===== src/rtl/e_muldiv_unit.sv =====
// Iterative RV32M multiply/divide unit: shift-add multiply, restoring divide, one bit per cycle.
// Optional MULDIV_SPECIAL_FAST_EN: trivial cases (divide by zero, signed overflow, zero multiply operand) skip CALC.
module e_muldiv_unit #(
  parameter int XLEN = 32
) (
  input  logic            i_clk,
  input  logic            i_nrst,
  input  logic            i_start,
  input  logic [2:0]      i_op,
  input  logic [XLEN-1:0] i_operand1,
  input  logic [XLEN-1:0] i_operand2,
  input  logic [4:0]      i_rd,
  input  logic            i_flush,
  output logic            o_busy,
  output logic            o_stall_req,
  output logic            o_done,
  output logic [XLEN-1:0] o_result,
  output logic [4:0]      o_rd_out
);

  localparam int CW = $clog2(XLEN);

  localparam logic [2:0] OP_MUL    = 3'b000;
  localparam logic [2:0] OP_MULH   = 3'b001;
  localparam logic [2:0] OP_MULHSU = 3'b010;
  localparam logic [2:0] OP_MULHU  = 3'b011;
  localparam logic [2:0] OP_DIV    = 3'b100;
  localparam logic [2:0] OP_DIVU   = 3'b101;
  localparam logic [2:0] OP_REM    = 3'b110;
  localparam logic [2:0] OP_REMU   = 3'b111;

  localparam logic [XLEN-1:0] MIN_NEG = {1'b1, {(XLEN-1){1'b0}}};

  typedef enum logic [1:0] {
    S_IDLE,
    S_CALC,
    S_DONE
  } state_t;

  state_t          r_state;
  logic [2:0]      r_op;
  logic [4:0]      r_rd;
  logic            r_neg_q;
  logic            r_neg_r;
  logic            r_special;
  logic [XLEN-1:0] r_special_res;
  logic [XLEN-1:0] r_hi;
  logic [XLEN-1:0] r_lo;
  logic [XLEN-1:0] r_b;
  logic [CW-1:0]   r_cnt;
  logic            r_done;
  logic [XLEN-1:0] r_result;
  logic [4:0]      r_rd_out;

  // Operand decode at issue
  logic            w_is_div;
  logic            w_a_signed;
  logic            w_b_signed;
  logic            w_a_neg;
  logic            w_b_neg;
  logic [XLEN-1:0] w_a_mag;
  logic [XLEN-1:0] w_b_mag;
  logic            w_div0;
  logic            w_ovf;
  logic            w_special;
  logic [XLEN-1:0] w_special_res;
  logic            w_fast;

  assign w_is_div   = i_op[2];
  assign w_a_signed = (i_op == OP_MULH) || (i_op == OP_MULHSU) || (i_op == OP_DIV) || (i_op == OP_REM);
  assign w_b_signed = (i_op == OP_MULH) || (i_op == OP_DIV) || (i_op == OP_REM);
  assign w_a_neg    = w_a_signed & i_operand1[XLEN-1];
  assign w_b_neg    = w_b_signed & i_operand2[XLEN-1];
  assign w_a_mag    = w_a_neg ? -i_operand1 : i_operand1;
  assign w_b_mag    = w_b_neg ? -i_operand2 : i_operand2;
  assign w_div0     = (i_operand2 == '0);
  assign w_ovf      = ((i_op == OP_DIV) || (i_op == OP_REM)) && (i_operand1 == MIN_NEG) && (i_operand2 == '1);
  assign w_special  = w_is_div & (w_div0 | w_ovf);

  // op[1] separates REM/REMU from DIV/DIVU
  always_comb begin
    w_special_res = '0;
    if (w_is_div && w_div0) begin
      w_special_res = i_op[1] ? i_operand1 : '1;
    end else if (w_ovf) begin
      w_special_res = i_op[1] ? '0 : MIN_NEG;
    end
  end

`ifdef MULDIV_SPECIAL_FAST_EN
  logic w_mul_zero;
  assign w_mul_zero = ~w_is_div & ((i_operand1 == '0) | (i_operand2 == '0));
  assign w_fast     = w_special | w_mul_zero;
`else
  assign w_fast     = 1'b0;
`endif

  // One iteration step; r_hi:r_lo is product (mul) or remainder:quotient (div)
  logic [XLEN:0]   w_mul_sum;
  logic [XLEN:0]   w_div_shift;
  logic [XLEN:0]   w_div_diff;
  logic [XLEN-1:0] w_hi_next;
  logic [XLEN-1:0] w_lo_next;

  assign w_mul_sum   = {1'b0, r_hi} + (r_lo[0] ? {1'b0, r_b} : '0);
  assign w_div_shift = {r_hi, r_lo[XLEN-1]};
  assign w_div_diff  = w_div_shift - {1'b0, r_b};

  always_comb begin
    w_hi_next = r_hi;
    w_lo_next = r_lo;
    if (r_op[2]) begin
      if (!w_div_diff[XLEN]) begin
        w_hi_next = w_div_diff[XLEN-1:0];
        w_lo_next = {r_lo[XLEN-2:0], 1'b1};
      end else begin
        w_hi_next = w_div_shift[XLEN-1:0];
        w_lo_next = {r_lo[XLEN-2:0], 1'b0};
      end
    end else begin
      w_hi_next = w_mul_sum[XLEN:1];
      w_lo_next = {w_mul_sum[0], r_lo[XLEN-1:1]};
    end
  end

  // Sign fix-up applied to the value produced by the final iteration
  logic [2*XLEN-1:0] w_prod_mag;
  logic [2*XLEN-1:0] w_prod;
  logic [XLEN-1:0]   w_quot;
  logic [XLEN-1:0]   w_rem;
  logic [XLEN-1:0]   w_final;

  assign w_prod_mag = {w_hi_next, w_lo_next};
  assign w_prod     = r_neg_q ? -w_prod_mag : w_prod_mag;
  assign w_quot     = r_neg_q ? -w_lo_next : w_lo_next;
  assign w_rem      = r_neg_r ? -w_hi_next : w_hi_next;

  always_comb begin
    w_final = '0;
    case (r_op)
      OP_MUL:                      w_final = w_prod[XLEN-1:0];
      OP_MULH, OP_MULHSU, OP_MULHU: w_final = w_prod[2*XLEN-1:XLEN];
      OP_DIV, OP_DIVU:             w_final = r_special ? r_special_res : w_quot;
      OP_REM, OP_REMU:             w_final = r_special ? r_special_res : w_rem;
      default:                     w_final = '0;
    endcase
  end

  always_ff @(posedge i_clk or negedge i_nrst) begin
    if (!i_nrst) begin
      r_state       <= S_IDLE;
      r_op          <= '0;
      r_rd          <= '0;
      r_neg_q       <= 1'b0;
      r_neg_r       <= 1'b0;
      r_special     <= 1'b0;
      r_special_res <= '0;
      r_hi          <= '0;
      r_lo          <= '0;
      r_b           <= '0;
      r_cnt         <= '0;
      r_done        <= 1'b0;
      r_result      <= '0;
      r_rd_out      <= '0;
    end else begin
      case (r_state)
        S_IDLE: begin
          r_done <= 1'b0;
          if (i_start && !i_flush) begin
            r_op          <= i_op;
            r_rd          <= i_rd;
            r_neg_q       <= w_a_neg ^ w_b_neg;
            r_neg_r       <= w_a_neg;
            r_special     <= w_special;
            r_special_res <= w_special_res;
            r_hi          <= '0;
            r_lo          <= w_is_div ? w_a_mag : w_b_mag;
            r_b           <= w_is_div ? w_b_mag : w_a_mag;
            r_cnt         <= CW'(XLEN-1);
            if (w_fast) begin
              r_state  <= S_DONE;
              r_done   <= 1'b1;
              r_result <= w_special_res;
              r_rd_out <= i_rd;
            end else begin
              r_state <= S_CALC;
            end
          end
        end
        S_CALC: begin
          if (i_flush) begin
            r_state <= S_IDLE;
          end else begin
            r_hi <= w_hi_next;
            r_lo <= w_lo_next;
            if (r_cnt == '0) begin
              r_state  <= S_DONE;
              r_done   <= 1'b1;
              r_result <= w_final;
              r_rd_out <= r_rd;
            end else begin
              r_cnt <= r_cnt - 1'b1;
            end
          end
        end
        S_DONE: begin
          // Already retiring: a flush here cannot cancel the pulse
          r_done  <= 1'b0;
          r_state <= S_IDLE;
        end
        default: r_state <= S_IDLE;
      endcase
    end
  end

  assign o_busy      = (r_state != S_IDLE);
  assign o_stall_req = i_nrst & (((r_state == S_IDLE) & i_start & ~i_flush) | (r_state == S_CALC));
  assign o_done      = r_done;
  assign o_result    = r_result;
  assign o_rd_out    = r_rd_out;

endmodule


===== config.mk =====
export PLATFORM = sky130hd
export DESIGN_NAME = e_muldiv_unit
export DESIGN_NICKNAME = d
export VERILOG_FILES = /design/src/rtl/e_muldiv_unit.sv
export SDC_FILE = /design/constraint.sdc
export NUM_CORES = 1
export LEC_CHECK = 0
export ABC_AREA = 1
export CAP_MARGIN = 20
export CORE_MARGIN = 1.5
export CORE_UTILIZATION = 39
export DETAILED_ROUTE_END_ITERATION = 12
export SLEW_MARGIN = 20
export SYNTH_ARGS = -nofsm -noshare
export SYNTH_HDL_FRONTEND = slang
export SYNTH_SLANG_ARGS = --single-unit

===== constraint.sdc =====
create_clock -name i_clk -period 5.55 [get_ports i_clk]
set_input_delay 1.665 -clock i_clk [delete_from_list [all_inputs] [get_ports i_clk]]
set_output_delay 1.665 -clock i_clk [all_outputs]
set_load 0.1 [all_outputs]

==> results of run 1 <==
-- cells in the final DEF (no fill, tap or decap), drive strengths merged, types with 2 or more instances in the layout --
| cell type | netlist | layout |
|---|---|---|
| a31oi | 5 | 5 |
| xnor2 | 30 | 30 |
| o31ai | 2 | 2 |
| o21a | 6 | 6 |
| o21bai | 11 | 11 |
| o211ai | 35 | 35 |
| a22oi | 22 | 22 |
| nand2 | 1041 | 1041 |
| a21boi | 3 | 3 |
| a21oi | 171 | 171 |
| clkdlybuf4s50 | 0 | 113 |
| a21o | 3 | 3 |
| nor4 | 9 | 9 |
| o221ai | 25 | 25 |
| or2 | 8 | 8 |
| clkbuf | 87 | 19 |
| nand3 | 279 | 279 |
| o21ai | 207 | 207 |
| nand3b | 19 | 19 |
| fa | 2 | 2 |
| nor2 | 400 | 400 |
| clkinvlp | 0 | 2 |
| o22ai | 34 | 34 |
| inv | 439 | 444 |
| nand4 | 43 | 43 |
| xor2 | 82 | 82 |
| nor3 | 30 | 30 |
| buf | 30 | 43 |
| clkinv | 9 | 14 |
| dfrtp | 184 | 184 |
| ha | 71 | 71 |
-- report_power, final --
part / switching, mW / internal [mW] / leakage (nW)
clock: 0.645 / 0.650 / 0.287
sequential: 0.334 / 1.60 / 2.36
combinational: 6.27 / 2.54 / 8.63
-- routing by layer --
layer	up-vias	part of all wire	GRT usage	routed length, µm
met4	2	0.061	0.193	5190
li1	10748	-	-	-
met1	10320	0.42	0.448	35400
met5	-	0.00018	0	15
met3	219	0.095	0.0671	8040
met2	1118	0.43	0.503	36200
-- per-stage QoR --
| stage | hold WS, ns | utilization | power (mW) |
|---|---|---|---|
| after floorplan | 0.442 | - | 7.85 |
| after global placement | 0.457 | 0.434 | 10.5 |
| after detailed placement | 0.462 | 0.434 | 10.5 |
| after CTS | 0.481 | 0.446 | 11.8 |
| after global routing | 0.503 | 0.446 | 12.9 |
| final | 0.474 | 0.446 | 12.0 |
-- final cells by class --
type,instances,area (µm²),share of cell area
clock buffers,18,439,0.0200
clock inverters,13,163,0.00741
multi-input cells,2548,12700,0.580
well taps,664,831,0.0379
repair buffers,157,1490,0.0680
inverters,448,1680,0.0767
flip-flops and latches,184,4610,0.210
-- logic make-up (layout without fill, tap and decap cells) --
kind of cell,Yosys count,after routing,share of synthesized area
AO/OA/AOI/OAI,529,529,0.157
XOR/XNOR,112,112,0.0503
adder cells (fa/ha/maj),73,73,0.0476
buffers and inverters,565,636,0.112
flip-flops,184,184,0.236
multiplexers,1,1,0.000513
AND/OR/NAND/NOR,1833,1833,0.396
-- critical path, delay by kind of cell (launching register included) --
family,cells,cell delay [ns]
AO/OA/AOI/OAI,4,0.55
adder cells (fa/ha/maj),2,0.53
buffers and inverters,3,0.23
flip-flops,1,0.55
AND/OR/NAND/NOR,20,3.08
-- worst max path at each step --
stage / slack (ns) / cells past startpoint / from / endpoint
floorplan: 0.64 / 4 / i_start / o_stall_req
global placement: 0.78 / 17 / i_operand1[2] / r_lo[31]
detailed placement: 0.69 / 31 / r_b[0] / o_result[10]
CTS: 0.69 / 32 / r_lo[31] / o_result[10]
global route: 0.1 / 27 / r_b[27] / o_result[10]
finish: 0.51 / 29 / r_b[18] / o_result[10]
-- flip-flops by register name (all words and copies together), names as in the netlist, 2 cells and up --
signal,flops
r_hi,32
r_state,2
r_special_res,32
o_rd_out,5
r_cnt,5
o_result,32
r_b,32
r_op,3
r_lo,32
r_rd,5
==> reports/results.tsv, run 1 <==
stage	metric	value	unit
run_status	status	complete, no violations	
cts	cts_setup_buffers	0	
synth	yosysUniqueCellTypes	55	
synth	ys_async_sr_fraction	1.00	
floorplanning	ioPinCount	116	
setup_path	critPathCaptureType	flip-flop	
global_route	antenna_found_initial	3	
cts	cts_htree_levels	4	
setup_path	regToRegStartpoint	r_b[18]	
synth	ys_ff_latch	184	
floorplanning	die_w	227	µm
detailed_routing	route.final.wire_length	84.8	mm
timing	max_freq	198	MHz
timing	final_max_slew_viol_count	0	
global_route	gr-total-overflow	0	
timing	worst_slack	0.505	ns
timing	worst_slew_pin_slew	1.01	ns
setup_path	start_kind	flip-flop	
run	cap_violations	0	
placement	dpl_cell_area	0.0213	mm²
floorplanning	coreArea	0.0492	mm²
synth	syn_area	0.0195	mm²
hold_path	worstHoldPathType	reg -> reg	
power	ir_worst_vdd	291	µV
synth	synth_edf_count	0	
floorplanning	die_area	0.0513	mm²
timing	period_share	0.909	
setup_path	r2r_end	o_result[10]	
timing	final-hold-violation-count	0	
floorplanning	die-height	227	µm
cts	cts_tree	built	
timing	min_period	5.04	ns
power	cellLeakagePower	11.3	nW
power	powerDensity	549	mW/mm²
synth	syn_avg_cell_area	5.91	µm²
global_route	grt_max_degree	64	
global_route	grt_pass1_wl	127	mm
synth	ys.flop_type	dfrtp_1	
timing	slew_headroom	0.325	
floorplanning	start_util	0.397	
global_route	grt_pass1_vias	20736	
placement	pre_cts_slack	0.687	ns
cts	clock_path_buffers	2	
setup_path	path_common_cell	nand2_1	
setup_path	critPathKind	reg -> reg	
detailed_routing	vias	22407	
setup_path	reg2reg_depth	29	
cts	clock_latency	0.49	ns
hold_path	worstHoldStart	o_rd_out[3]	
setup_path	cpPeakStageDelay	0.55	ns
finish	final_cell_area	0.0219	mm²
cts	cts_resized	0	
detailed_routing	ant_nets	0	
synth	netlist_top_cells_area	dfrtp_1 (24%), nand2_1 (20%), inv_1 (8.2%)	
detailed_routing	wl_per_cell	21.0	µm
placement	dp_cells	4001	
finish	fin_cells	4032	
hold_path	worstHoldPathCells	2	
synth	synth_top_area_frac	0.236	
finish	areaGrowthSynthToFinish	12.5	%
finish	drive_gt1_frac	0.0496	
setup_path	slowest_stage	dfrtp_1	
synth	yosys_warnings	0	
cts	ctsRootBufferMaster	clkbuf_16	
detailed_routing	drc	0	
cts	cts_buffers	17	
synth	synth_common_cells	nand2_1 (1013), inv_1 (427), nor2_1 (385)	
hold_path	min_to	o_rd_out[3]	
setup_path	cp_data_arrival_time	5.42	ns
setup_path	worstPathRequired	5.93	ns
timing	rsz0062_at_grt	no	
setup_path	rrSetupSlack	0.51	ns
cts	ctsHoldBuffers	0	
finish	fill_cells	5464	
detailed_routing	first_iter_violations	2765	
setup_path	crit_fanout	11	
cts	cts_sinks	184	
timing	setup_tns	0	ns
synth	syn-num-nets	3446	
global_route	grt.total_usage	0.335	
detailed_routing	first_pass_iters	7	
floorplanning	num_rows	81	
finish	antenna_cells	0	
placement	dpl.hpwl	68.0	mm
timing	finalSetupViolCount	0	
synth	synthMostInstantiatedCell	nand2_1	
finish	final_nets	3505	
placement	place.gp.congestion	1.01	
timing	fin_worst_skew	0.0133	ns
synth	post-synth-top-area-cell	dfrtp_1	
placement	portBuffers	115	
synth	netlist_instances	3297	
synth	ys_seq_area_frac	0.236	
detailed_routing	avgViaCountPerCell	5.56	
cts	clk_pin_slew_worst_paths	0.08	ns
Power figures use the tool's default switching activity.
==> run 2, diff against run 1 <==
--- a/config.mk
+++ b/config.mk
@@ -10,6 +10,7 @@
 export CORE_MARGIN = 1.5
 export CORE_UTILIZATION = 39
 export DETAILED_ROUTE_END_ITERATION = 12
+export GPL_TIMING_DRIVEN = 0
 export SLEW_MARGIN = 20
 export SYNTH_ARGS = -nofsm -noshare
 export SYNTH_HDL_FRONTEND = slang
==> run 2 against run 1 <==
Against the previous run:
- maximum frequency shrank 2.7%
- sequential share of layout area shrank 0.28 points
- clock-buffer cell count shrank 1
==> reports/results.tsv, run 2 (synthesized netlist as in run 1, its figures left out) <==
stage	metric	value	unit
run_status	status	complete, no violations	
hold_path	worstHoldStart	r_rd[2]	
floorplanning	die-height	227	µm
global_route	antenna_found_initial	1	
global_route	gr-total-overflow	0	
finish	layout_commonest_cell	nand2_1	
global_route	grt_max_degree	93	
global_route	grt_pass1_wl	137	mm
setup_path	slowest_stage	dfrtp_2	
cts	cts_tree	built	
setup_path	start_kind	flip-flop	
hold_path	worstHoldPathCells	2	
power	power	12.5	mW
setup_path	r2r_end	o_result[30]	
timing	final_max_slew_viol_count	0	
global_route	grt_pass1_vias	21539	
cts	clock_path_buffers	2	
hold_path	min_to	r_rd[2]	
finish	antenna_cells	0	
finish	layout_common_cells	nand2_1 (1012), inv_1 (426), nor2_1 (380)	
cts	clk_pin_slew_worst_paths	0.08	ns
setup_path	reg2reg_depth	30	
cts	ctsRootBufferMaster	clkbuf_16	
floorplanning	die_area	0.0513	mm²
timing	worst_slack	0.368	ns
global_route	met3_usage	0.0649	
power	cellLeakagePower	11.3	nW
setup_path	path_common_cell	nand2_1	
floorplanning	die_w	227	µm
global_route	met2_usage	0.566	
finish	ff_latch_area	0.00461	mm²
detailed_routing	vias	22934	
placement	pre_cts_slack	-1.20	ns
setup_path	regToRegStartpoint	r_b[29]	
hold_path	worstHoldPathType	reg -> reg	
detailed_routing	ant_nets	0	
finish	areaGrowthSynthToFinish	14.0	%
placement	portBuffers	115	
timing	finalSetupViolCount	0	
cts	cts_buffers	17	
timing	max_freq	193	MHz
cts	cts_htree_levels	4	
global_route	use_met1	0.499	
timing	worst_slew_pin_slew	1.12	ns
setup_path	crit_fanout	10	
cts	cts_sinks	184	
finish	fill_cells	5548	
detailed_routing	first_pass_iters	6	
run	cap_violations	0	
setup_path	critPathKind	reg -> reg	
placement	place.gp.congestion	1.02	
placement	dpl.hpwl	78.5	mm
timing	period_share	0.934	
detailed_routing	route.final.wire_length	93.9	mm
detailed_routing	wl_per_cell	22.8	µm
timing	final-hold-violation-count	0	
setup_path	rrSetupSlack	0.37	ns
power	powerDensity	561	mW/mm²
floorplanning	start_util	0.397	
power	ir_worst_vdd	323	µV
setup_path	critPathCaptureType	flip-flop	
finish	drive_gt1_frac	0.0452	
timing	slew_headroom	0.256	
detailed_routing	drc	0	
floorplanning	num_rows	81	
timing	min_period	5.18	ns
setup_path	cpPeakStageDelay	0.48	ns
cts	clock_latency	0.51	ns
global_route	grt.total_usage	0.368	
detailed_routing	first_iter_violations	2649	
detailed_routing	avgViaCountPerCell	5.58	
finish	final_nets	3585	
floorplanning	ioPinCount	116	
finish	multiInputGateArea	0.0128	mm²
timing	fin_worst_skew	0.0189	ns
timing	rsz0062_at_grt	no	
setup_path	worstPathRequired	5.94	ns
global_route	top_usage_layer	met2	
floorplanning	coreArea	0.0492	mm²
setup_path	cp_data_arrival_time	5.57	ns
==> run 2: changes by cell type in the layout (fill, tap and decap cells not counted), moves of 5 or more <==
| cell | change |
|---|---|
| buf_1 | +10 |
| buf_2 | +12 |
| buf_4 | -36 |
| buf_6 | +5 |
| clkbuf_1 | +86 |
==> run 2: worst max path at each step <==
stage | from | to | slack [ns] | depth (start not counted)
final | r_b[29] | o_result[30] | 0.37 | 30
after global routing | r_lo[0] | o_result[28] | 0.05 | 29
after CTS | r_b[27] | o_result[30] | 0.06 | 30
after detailed placement | i_flush | o_stall_req | -1.20 | 5
after global placement | i_nrst | o_stall_req | -6.43 | 3
after floorplan | i_start | o_stall_req | 0.64 | 4
==> run 2: where the power goes <==
group / switching [mW] / leakage, nW / total, mW / internal [mW]
clock network: 0.667 / 0.278 / 1.27 / 0.600
logic: 6.58 / 8.66 / 9.22 / 2.65
registers: 0.381 / 2.36 / 1.98 / 1.60
total: 7.62 / 11.3 / 12.5 / 4.84
==> run 2: critical path: cells and delay by family, from the launching register on <==
family	cells	cell delay (ns)
and+or+nand+nor	22	2.83
buffers and inverters	4	0.68
AOI/OAI and AO/OA	2	0.53
DFF	1	0.48
adders and majority gates	2	0.52
==> run 2: per-stage QoR <==
stage | cells | TNS (ns) | utilization | hold slack [ns] | instance area, µm²
global placement | 4076 | -978.05 | 0.437 | 0.456 | 21500
detailed placement | 4078 | -1.35 | 0.438 | 0.460 | 21500
finish | 4113 | 0 | 0.452 | 0.475 | 22200
floorplan | 3297 | 0 | - | 0.442 | 19500
global route | 4113 | 0 | 0.452 | 0.498 | 22200
CTS | 4111 | 0 | 0.451 | 0.480 | 22200
==> run 2: cell type report <==
cell class	count	share of cell area
Clock buffer	17	0.0191
Clock inverter	15	0.00738
Inverter	448	0.0758
Tap cell	664	0.0374
Sequential cell	184	0.207
Buffer	117	0.0231
Multi-Input combinational cell	2548	0.574
Timing Repair Buffer	120	0.0556
==> run 2: per-layer routing <==
metal | part of all wire | wire length, µm | vias up
met5 | 0.00059 | 55 | -
met4 | 0.052 | 4910 | 2
met3 | 0.083 | 7810 | 213
met2 | 0.43 | 40200 | 1053
met1 | 0.44 | 41000 | 10760
li1 | - | - | 10906
==> run 2: repair_timing <==
item | in CTS | in global routing
resized for setup | 9 | 13
setup buffers | 1 | 2
endpoints found under the setup margin | 3 | 13
hold endpoints to repair | 0 | 0
hold buffers | 0 | 0
pin swaps | 2 | 4
